===== config.mk =====
export PLATFORM = sky130hd
export DESIGN_NAME = dmem_port_arbiter_flat
export DESIGN_NICKNAME = d
export VERILOG_FILES = /design/src/rtl/dmem_port_arbiter_if.sv /design/src/rtl/dmem_port_arbiter.sv /design/src/flat_wrapper.sv
export SDC_FILE = /design/constraint.sdc
export NUM_CORES = 1
export LEC_CHECK = 0
export BUFFER_PORTS_ARGS = -buffer_cell sky130_fd_sc_hd__buf_2
export CORE_AREA = 2 2 99 101
export CTS_CLUSTER_SIZE = 20
export DETAILED_ROUTE_END_ITERATION = 12
export DIE_AREA = 0 0 101 103
export GPL_TIMING_DRIVEN = 0
export PLACE_DENSITY = 0.69
export SYNTH_ARGS = -nofsm -noshare
export SYNTH_HDL_FRONTEND = slang
export SYNTH_SLANG_ARGS = --single-unit

===== constraint.sdc =====
create_clock -name clock -period 3.1 [get_ports clock]
set_input_delay 0.62 -clock clock [delete_from_list [all_inputs] [get_ports clock]]
set_output_delay 0.62 -clock clock [all_outputs]
set_load 0.005 [all_outputs]

===== src/rtl/dmem_port_arbiter_if.sv =====
// Bus bundle between the two data-memory requesters, the arbiter and the RAM.
//   p0_* : processor load/store port (req/we/addr/wdata in, gnt/rvalid/rdata out)
//   p1_* : VGA tile/sprite fetch port (same set as p0)
//   mem_*: registered command to the single-port RAM, mem_q is its read data
// The arbiter connects through the slave modport; whatever drives the
// requests and models the RAM uses the master modport.
interface dmem_port_arbiter_if #(
  parameter int ADDR_W = 17,
  parameter int DATA_W = 32
);
  logic              p0_req;
  logic              p0_we;
  logic [ADDR_W-1:0] p0_addr;
  logic [DATA_W-1:0] p0_wdata;
  logic              p0_gnt;
  logic              p0_rvalid;
  logic [DATA_W-1:0] p0_rdata;

  logic              p1_req;
  logic              p1_we;
  logic [ADDR_W-1:0] p1_addr;
  logic [DATA_W-1:0] p1_wdata;
  logic              p1_gnt;
  logic              p1_rvalid;
  logic [DATA_W-1:0] p1_rdata;

  logic [ADDR_W-1:0] mem_addr;
  logic [DATA_W-1:0] mem_wdata;
  logic              mem_wren;
  logic [DATA_W-1:0] mem_q;

  modport slave (
    input  p0_req, p0_we, p0_addr, p0_wdata,
    output p0_gnt, p0_rvalid, p0_rdata,
    input  p1_req, p1_we, p1_addr, p1_wdata,
    output p1_gnt, p1_rvalid, p1_rdata,
    output mem_addr, mem_wdata, mem_wren,
    input  mem_q
  );

  modport master (
    output p0_req, p0_we, p0_addr, p0_wdata,
    input  p0_gnt, p0_rvalid, p0_rdata,
    output p1_req, p1_we, p1_addr, p1_wdata,
    input  p1_gnt, p1_rvalid, p1_rdata,
    input  mem_addr, mem_wdata, mem_wren,
    output mem_q
  );
endinterface


===== src/rtl/dmem_port_arbiter.sv =====
// Two-port arbiter in front of the single-port game data memory.
//   clock : system clock, everything on the rising edge
//   reset : synchronous, active-high
//   bus   : dmem_port_arbiter_if.slave
//           p0 = processor load/store, p1 = VGA fetch; mem_* = RAM command,
//           mem_q = RAM read data (valid MEM_LAT cycles after mem_addr).
// One command per cycle is granted (combinationally, from req), registered
// onto mem_*, and reads are tracked by a {valid, owner} tag pipeline so the
// read data is steered back to the right port 1+MEM_LAT cycles after grant.
// ARB_MODE 0: round-robin. ARB_MODE 1: port 1 first, but port 0 wins once
// after MAX_WAIT consecutive denied cycles.
module dmem_port_arbiter #(
  parameter int ADDR_W   = 17,
  parameter int DATA_W   = 32,
  parameter int MEM_LAT  = 1,
  parameter int ARB_MODE = 0,
  parameter int MAX_WAIT = 8
) (
  input logic               clock,
  input logic               reset,
  dmem_port_arbiter_if.slave bus
);
  localparam int PIPE_D = 1 + MEM_LAT;
  localparam int WAIT_W = $clog2(MAX_WAIT + 1);

  logic              rr_p1_reg;   // 1: port 1 wins the next contended cycle
  logic [WAIT_W-1:0] wait0_reg;   // consecutive cycles port 0 was denied
  logic [ADDR_W-1:0] mem_addr_reg;
  logic [DATA_W-1:0] mem_wdata_reg;
  logic              mem_wren_reg;

  logic grant0;
  logic grant1;
  logic p1_first;

  // Kept to a couple of gate levels: the tie-break bit is a register, so
  // req -> gnt is just the contention mux plus the reset gate.
  always_comb begin
    p1_first = (ARB_MODE == 0) ? rr_p1_reg : (wait0_reg < WAIT_W'(MAX_WAIT));
    grant0   = 1'b0;
    grant1   = 1'b0;
    if (!reset) begin
      if (bus.p0_req && bus.p1_req) begin
        grant1 = p1_first;
        grant0 = !p1_first;
      end else begin
        grant0 = bus.p0_req;
        grant1 = bus.p1_req;
      end
    end
  end

  always_ff @(posedge clock) begin
    if (reset) begin
      rr_p1_reg     <= 1'b0;
      wait0_reg     <= '0;
      mem_addr_reg  <= '0;
      mem_wdata_reg <= '0;
      mem_wren_reg  <= 1'b0;
    end else begin
      if (grant0) begin
        rr_p1_reg <= 1'b1;
      end else if (grant1) begin
        rr_p1_reg <= 1'b0;
      end

      if (grant0) begin
        wait0_reg <= '0;
      end else if (bus.p0_req && (wait0_reg < WAIT_W'(MAX_WAIT))) begin
        wait0_reg <= wait0_reg + 1'b1;
      end

      // Address and data only move on a grant so an idle RAM port keeps
      // presenting the last address.
      if (grant1) begin
        mem_addr_reg  <= bus.p1_addr;
        mem_wdata_reg <= bus.p1_wdata;
        mem_wren_reg  <= bus.p1_we;
      end else if (grant0) begin
        mem_addr_reg  <= bus.p0_addr;
        mem_wdata_reg <= bus.p0_wdata;
        mem_wren_reg  <= bus.p0_we;
      end else begin
        mem_wren_reg  <= 1'b0;
      end
    end
  end

  // Read-return tag pipeline: stage 0 is loaded at the grant edge, the last
  // stage lines up with mem_q for that command.
  logic tag_valid_in;
  logic tag_owner_in;
  logic tag_valid_out;
  logic tag_owner_out;

  assign tag_valid_in = (grant0 && !bus.p0_we) || (grant1 && !bus.p1_we);
  assign tag_owner_in = grant1;

  genvar gi;
  generate
    for (gi = 0; gi < PIPE_D; gi++) begin : g_tag
      logic valid_reg;
      logic owner_reg;
      logic valid_prev;
      logic owner_prev;

      if (gi == 0) begin : g_head
        assign valid_prev = tag_valid_in;
        assign owner_prev = tag_owner_in;
      end else begin : g_body
        assign valid_prev = g_tag[gi-1].valid_reg;
        assign owner_prev = g_tag[gi-1].owner_reg;
      end

      always_ff @(posedge clock) begin
        if (reset) begin
          valid_reg <= 1'b0;
          owner_reg <= 1'b0;
        end else begin
          valid_reg <= valid_prev;
          owner_reg <= owner_prev;
        end
      end
    end
  endgenerate

  assign tag_valid_out = g_tag[PIPE_D-1].valid_reg;
  assign tag_owner_out = g_tag[PIPE_D-1].owner_reg;

  // Reset also gates the return path so nothing escapes in the cycle reset
  // is first seen.
  logic [DATA_W-1:0] rdata_bus;
  assign rdata_bus = (tag_valid_out && !reset) ? bus.mem_q : '0;

  assign bus.p0_gnt    = grant0;
  assign bus.p1_gnt    = grant1;
  assign bus.p0_rvalid = tag_valid_out && !tag_owner_out && !reset;
  assign bus.p1_rvalid = tag_valid_out && tag_owner_out && !reset;
  assign bus.p0_rdata  = rdata_bus;
  assign bus.p1_rdata  = rdata_bus;
  assign bus.mem_addr  = mem_addr_reg;
  assign bus.mem_wdata = mem_wdata_reg;
  assign bus.mem_wren  = mem_wren_reg;
endmodule


===== src/flat_wrapper.sv =====
// flat-port wrapper written by rule: the top's interface ports become plain ports
module dmem_port_arbiter_flat 
#(
  parameter int ADDR_W   = 17,
  parameter int DATA_W   = 32,
  parameter int MEM_LAT  = 1,
  parameter int ARB_MODE = 0,
  parameter int MAX_WAIT = 8
)
  (clock, reset, bus_p0_req, bus_p0_we, bus_p0_addr, bus_p0_wdata, bus_p0_gnt, bus_p0_rvalid, bus_p0_rdata, bus_p1_req, bus_p1_we, bus_p1_addr, bus_p1_wdata, bus_p1_gnt, bus_p1_rvalid, bus_p1_rdata, bus_mem_addr, bus_mem_wdata, bus_mem_wren, bus_mem_q);
  dmem_port_arbiter_if #(.ADDR_W(ADDR_W), .DATA_W(DATA_W)) bus_i ();
  input logic clock;
  input logic reset;
  input wire logic [$bits(bus_i.p0_req)-1:0] bus_p0_req;
  input wire logic [$bits(bus_i.p0_we)-1:0] bus_p0_we;
  input wire logic [$bits(bus_i.p0_addr)-1:0] bus_p0_addr;
  input wire logic [$bits(bus_i.p0_wdata)-1:0] bus_p0_wdata;
  output wire logic [$bits(bus_i.p0_gnt)-1:0] bus_p0_gnt;
  output wire logic [$bits(bus_i.p0_rvalid)-1:0] bus_p0_rvalid;
  output wire logic [$bits(bus_i.p0_rdata)-1:0] bus_p0_rdata;
  input wire logic [$bits(bus_i.p1_req)-1:0] bus_p1_req;
  input wire logic [$bits(bus_i.p1_we)-1:0] bus_p1_we;
  input wire logic [$bits(bus_i.p1_addr)-1:0] bus_p1_addr;
  input wire logic [$bits(bus_i.p1_wdata)-1:0] bus_p1_wdata;
  output wire logic [$bits(bus_i.p1_gnt)-1:0] bus_p1_gnt;
  output wire logic [$bits(bus_i.p1_rvalid)-1:0] bus_p1_rvalid;
  output wire logic [$bits(bus_i.p1_rdata)-1:0] bus_p1_rdata;
  output wire logic [$bits(bus_i.mem_addr)-1:0] bus_mem_addr;
  output wire logic [$bits(bus_i.mem_wdata)-1:0] bus_mem_wdata;
  output wire logic [$bits(bus_i.mem_wren)-1:0] bus_mem_wren;
  input wire logic [$bits(bus_i.mem_q)-1:0] bus_mem_q;
  assign bus_i.p0_req = bus_p0_req;
  assign bus_i.p0_we = bus_p0_we;
  assign bus_i.p0_addr = bus_p0_addr;
  assign bus_i.p0_wdata = bus_p0_wdata;
  assign bus_p0_gnt = bus_i.p0_gnt;
  assign bus_p0_rvalid = bus_i.p0_rvalid;
  assign bus_p0_rdata = bus_i.p0_rdata;
  assign bus_i.p1_req = bus_p1_req;
  assign bus_i.p1_we = bus_p1_we;
  assign bus_i.p1_addr = bus_p1_addr;
  assign bus_i.p1_wdata = bus_p1_wdata;
  assign bus_p1_gnt = bus_i.p1_gnt;
  assign bus_p1_rvalid = bus_i.p1_rvalid;
  assign bus_p1_rdata = bus_i.p1_rdata;
  assign bus_mem_addr = bus_i.mem_addr;
  assign bus_mem_wdata = bus_i.mem_wdata;
  assign bus_mem_wren = bus_i.mem_wren;
  assign bus_i.mem_q = bus_mem_q;
  dmem_port_arbiter #(.ADDR_W(ADDR_W), .DATA_W(DATA_W), .MEM_LAT(MEM_LAT), .ARB_MODE(ARB_MODE), .MAX_WAIT(MAX_WAIT)) u_core (.clock(clock), .reset(reset), .bus(bus_i));
endmodule

==> impl_metrics.yaml <==
status:
  outcome: "finished clean"
sta:
  final_cycle_utilization_of_the_critical_path_pct: 83.47
  worst_hold_slack_ns: 0.4458
  finalHoldViolations: 0
  report.final.slew_viol_count: 0
  slew_headroom_pct: 51.37
  period_needed_ns: 2.587
  achievable-frequency_mhz: 386.5
  timing_worst_slew_pin_value_ns: 0.7111
  unrepaired_setup_endpoints_after_global_routing: "no"
  setup_viol_count_final: 0
  setup-tns-final_ns: 0
  fin_worst_skew_ns: 0.008993
cells_and_area:
  syn_to_final_growth_pct: 50.53
  final_nets: 713
  finish.cell_count_without_fillers: 691
  final_cell_area_um2: 4428
  drive_above_1_share_pct: 52.17
  total_of_fill_cells_in_the_finished_design: 947
  num_antenna_cells: 0
  largest_register_ffs: 32
  final_core_util_pct: 46.81
global_route:
  global_route.overflow_total: 0
  largest_net_degree_at_the_start_of_global_routing: 16
  first_global_vias: 3113
  antenna_violations_before_repair: 1
  track_usage_pct: 18.57
  wire_length_of_the_first_global_routing_pass_mm: 15.29
worst_setup_path:
  critPathTopFamily: "buffers and inverters"
  cp.required_ns: 2.48
  maximum_fanout_encountered_on_the_critical_timing_path: 10
  start_kind: "input pin"
  crit_type: "input pin to primary output"
  slowest_stage: "sky130_fd_sc_hd__clkbuf_1"
  worstSetupEndpointType: "primary output"
  critical_path_buf_inv_count: 4
  critPathMaxStageDelay_ns: 0.35
  crit_chain: "buf_2 > nor2b_1 > clkbuf_1 > and2_1 > buf_4 > buf_2"
  worst-endpoint-arrival_ns: 1.97
  critical-path-top-cell-by-count: "sky130_fd_sc_hd__buf_2"
floorplanning:
  start_util_pct: 31.10
  die_y_um: 103
  floorplan.die_area_um2: 10400
  pin_count: 254
  die_w_um: 101
  core.rowCount: 36
  coreArea_um2: 9459
power_and_ir_drop:
  clock_power_share_pct: 26.7
  vdd_drop_max_mv: 0.1924
  pwr-share-comb_pct: 22.0
  power_share_of_the_sequential_group_pct: 51.3
  power.density_nw_per_um2: 349.4
  internal_power_mw: 1.120
  swShare_pct: 27.59
  net-switching-power_uw: 426.8
  power_leakage_nw: 2.507
synthesis:
  synth_async_sr_flop_share_pct: 0
  share_of_the_yosys_chip_area_belonging_to_registers_pct: 37.43
  ys_warn_count: 0
  synth_top_cells_by_count: "sky130_fd_sc_hd__dfxtp_1 (55), sky130_fd_sc_hd__inv_1 (51), sky130_fd_sc_hd__a2111oi_0 (49), sky130_fd_sc_hd__a221o_1 (49), sky130_fd_sc_hd__and2_1 (33)"
  syn-num-nets: 455
  library_cell_with_the_highest_instance_count_after_synthesis: "sky130_fd_sc_hd__dfxtp_1"
  number_of_enable_flip_flop_cells_after_synthesis: 0
  synth_top_cell_area_share_pct: 37.43
  post_synth_instance_area_um2: 2942
  synth_flop_cell: "sky130_fd_sc_hd__dfxtp_1"
  ys_seq_elements: 55
  synth_cell_type_count: 17
  synth_cells: 319
  ys_top_cells_by_area: "sky130_fd_sc_hd__dfxtp_1 (37%), sky130_fd_sc_hd__a221o_1 (17%), sky130_fd_sc_hd__a2111oi_0 (15%)"
  netlist.top_cell.by_area: "sky130_fd_sc_hd__dfxtp_1"
  synthesis.area_per_instance_um2: 9.221
place:
  dpl-instance-area_um2: 4340
  portBuffers: 251
  placed_cells: 684
  finalWeightedCongestion: 0.7802
  place_hpwl_mm: 8.340
clock_tree:
  clock_path_buffers: 2
  clk_pin_slew_worst_paths_ns: 0.10
  cts_resized: 0
  tritoncts: "built"
  root_buffer: "sky130_fd_sc_hd__clkbuf_8"
  numCtsBuffers: 5
  post_cts_buffers: 0
  latest_clock_arrival_within_the_worst_skew_pair_ns: 0.31
  ctsHoldBuffers: 0
  htree_num_levels: 2
  numClockSinks: 55
routing:
  viasPerCell: 4.965
  drtAntennaViolNets: 0
  detailroute.via_count: 3431
  drt_first_iter_violations: 104
  drc: 0
  avgRoutedWirePerCell_um: 15.50
  wirelength_mm: 10.71
  drt_pass1_iterations: 4
flow_run:
  max_cap_violations: 0
min_path:
  worst_hold_path_type: "flop to flop"
final timing paths:
check                                            start                                    end  slack [ns]  cells past startpoint
setup / recovery                                 reset                        bus_p1_rdata[4]        0.51                      6
hold / removal    u_core.g_tag[0].owner_reg$_SDFF_PP0_   u_core.g_tag[1].owner_reg$_SDFF_PP0_        0.45                      1
setup reg to reg          u_core.p1_first$_SDFFE_PP0P_  u_core.bus.mem_wdata[29]$_SDFFE_PP0P_        1.51                      3
hold reg to reg   u_core.g_tag[0].owner_reg$_SDFF_PP0_   u_core.g_tag[1].owner_reg$_SDFF_PP0_        0.45                      1
stage by stage:
step / total power [mW] / worst slack, ns
CTS: 1.563 / 0.5128
global placement: 1.142 / 0.5508
detailed placement: 1.150 / 0.5105
finish: 1.547 / 0.5126
floorplan: 0.9574 / 0.9627
global route: 1.627 / 0.4355
kinds of logic after synthesis:
| kind of cell | after synthesis | synth area share (%) |
|---|---|---|
| buffers and inverters | 120 | 21.05 |
| and+or+nand+nor | 42 | 9.230 |
| AOI/OAI and AO/OA | 102 | 32.28 |
| DFF | 55 | 37.43 |
per-layer routing:
metal,part of all wire (%),up-vias,track usage [%]
met3,7.4,5,4.271
met5,0,-,0
met4,0.69,0,3.534
li1,-,1667,-
met2,51,161,35.85
met1,40,1598,20.92
cell type report:
| cell class | count | area, µm² | area share [%] |
|---|---|---|---|
| Clock inverter | 1 | 5.005 | 0.1130 |
| Inverter | 52 | 195.2 | 4.408 |
| Sequential cell | 55 | 1101 | 24.87 |
| Buffer | 68 | 424.2 | 9.579 |
| Tap cell | 114 | 142.6 | 3.221 |
| Multi-Input combinational cell | 144 | 1221 | 27.58 |
| Clock buffer | 6 | 82.58 | 1.865 |
| Timing Repair Buffer | 251 | 1256 | 28.37 |
placed cells by master (no fill, tap or decap), drive strengths merged:
cell	netlist	final
nand2b	2	2
dfxtp	55	55
a21oi	1	1
clkbuf	27	33
a211oi	1	1
clkinv	0	1
nor2b	4	4
nor3	1	1
a2111oi	49	49
a22o	2	2
buf	41	292
and3b	2	2
and2	33	33
inv	52	52
a221o	49	49
power groups by stage:
stage / Combinational [mW] / Sequential, mW / Clock, mW
after floorplan: 0.147 / 0.811 / 0
after global placement: 0.334 / 0.807 / 0
after detailed placement: 0.341 / 0.808 / 0
after CTS: 0.343 / 0.794 / 0.426
after global routing: 0.376 / 0.800 / 0.451
final: 0.340 / 0.793 / 0.414
(Power assumes the default switching activity.)
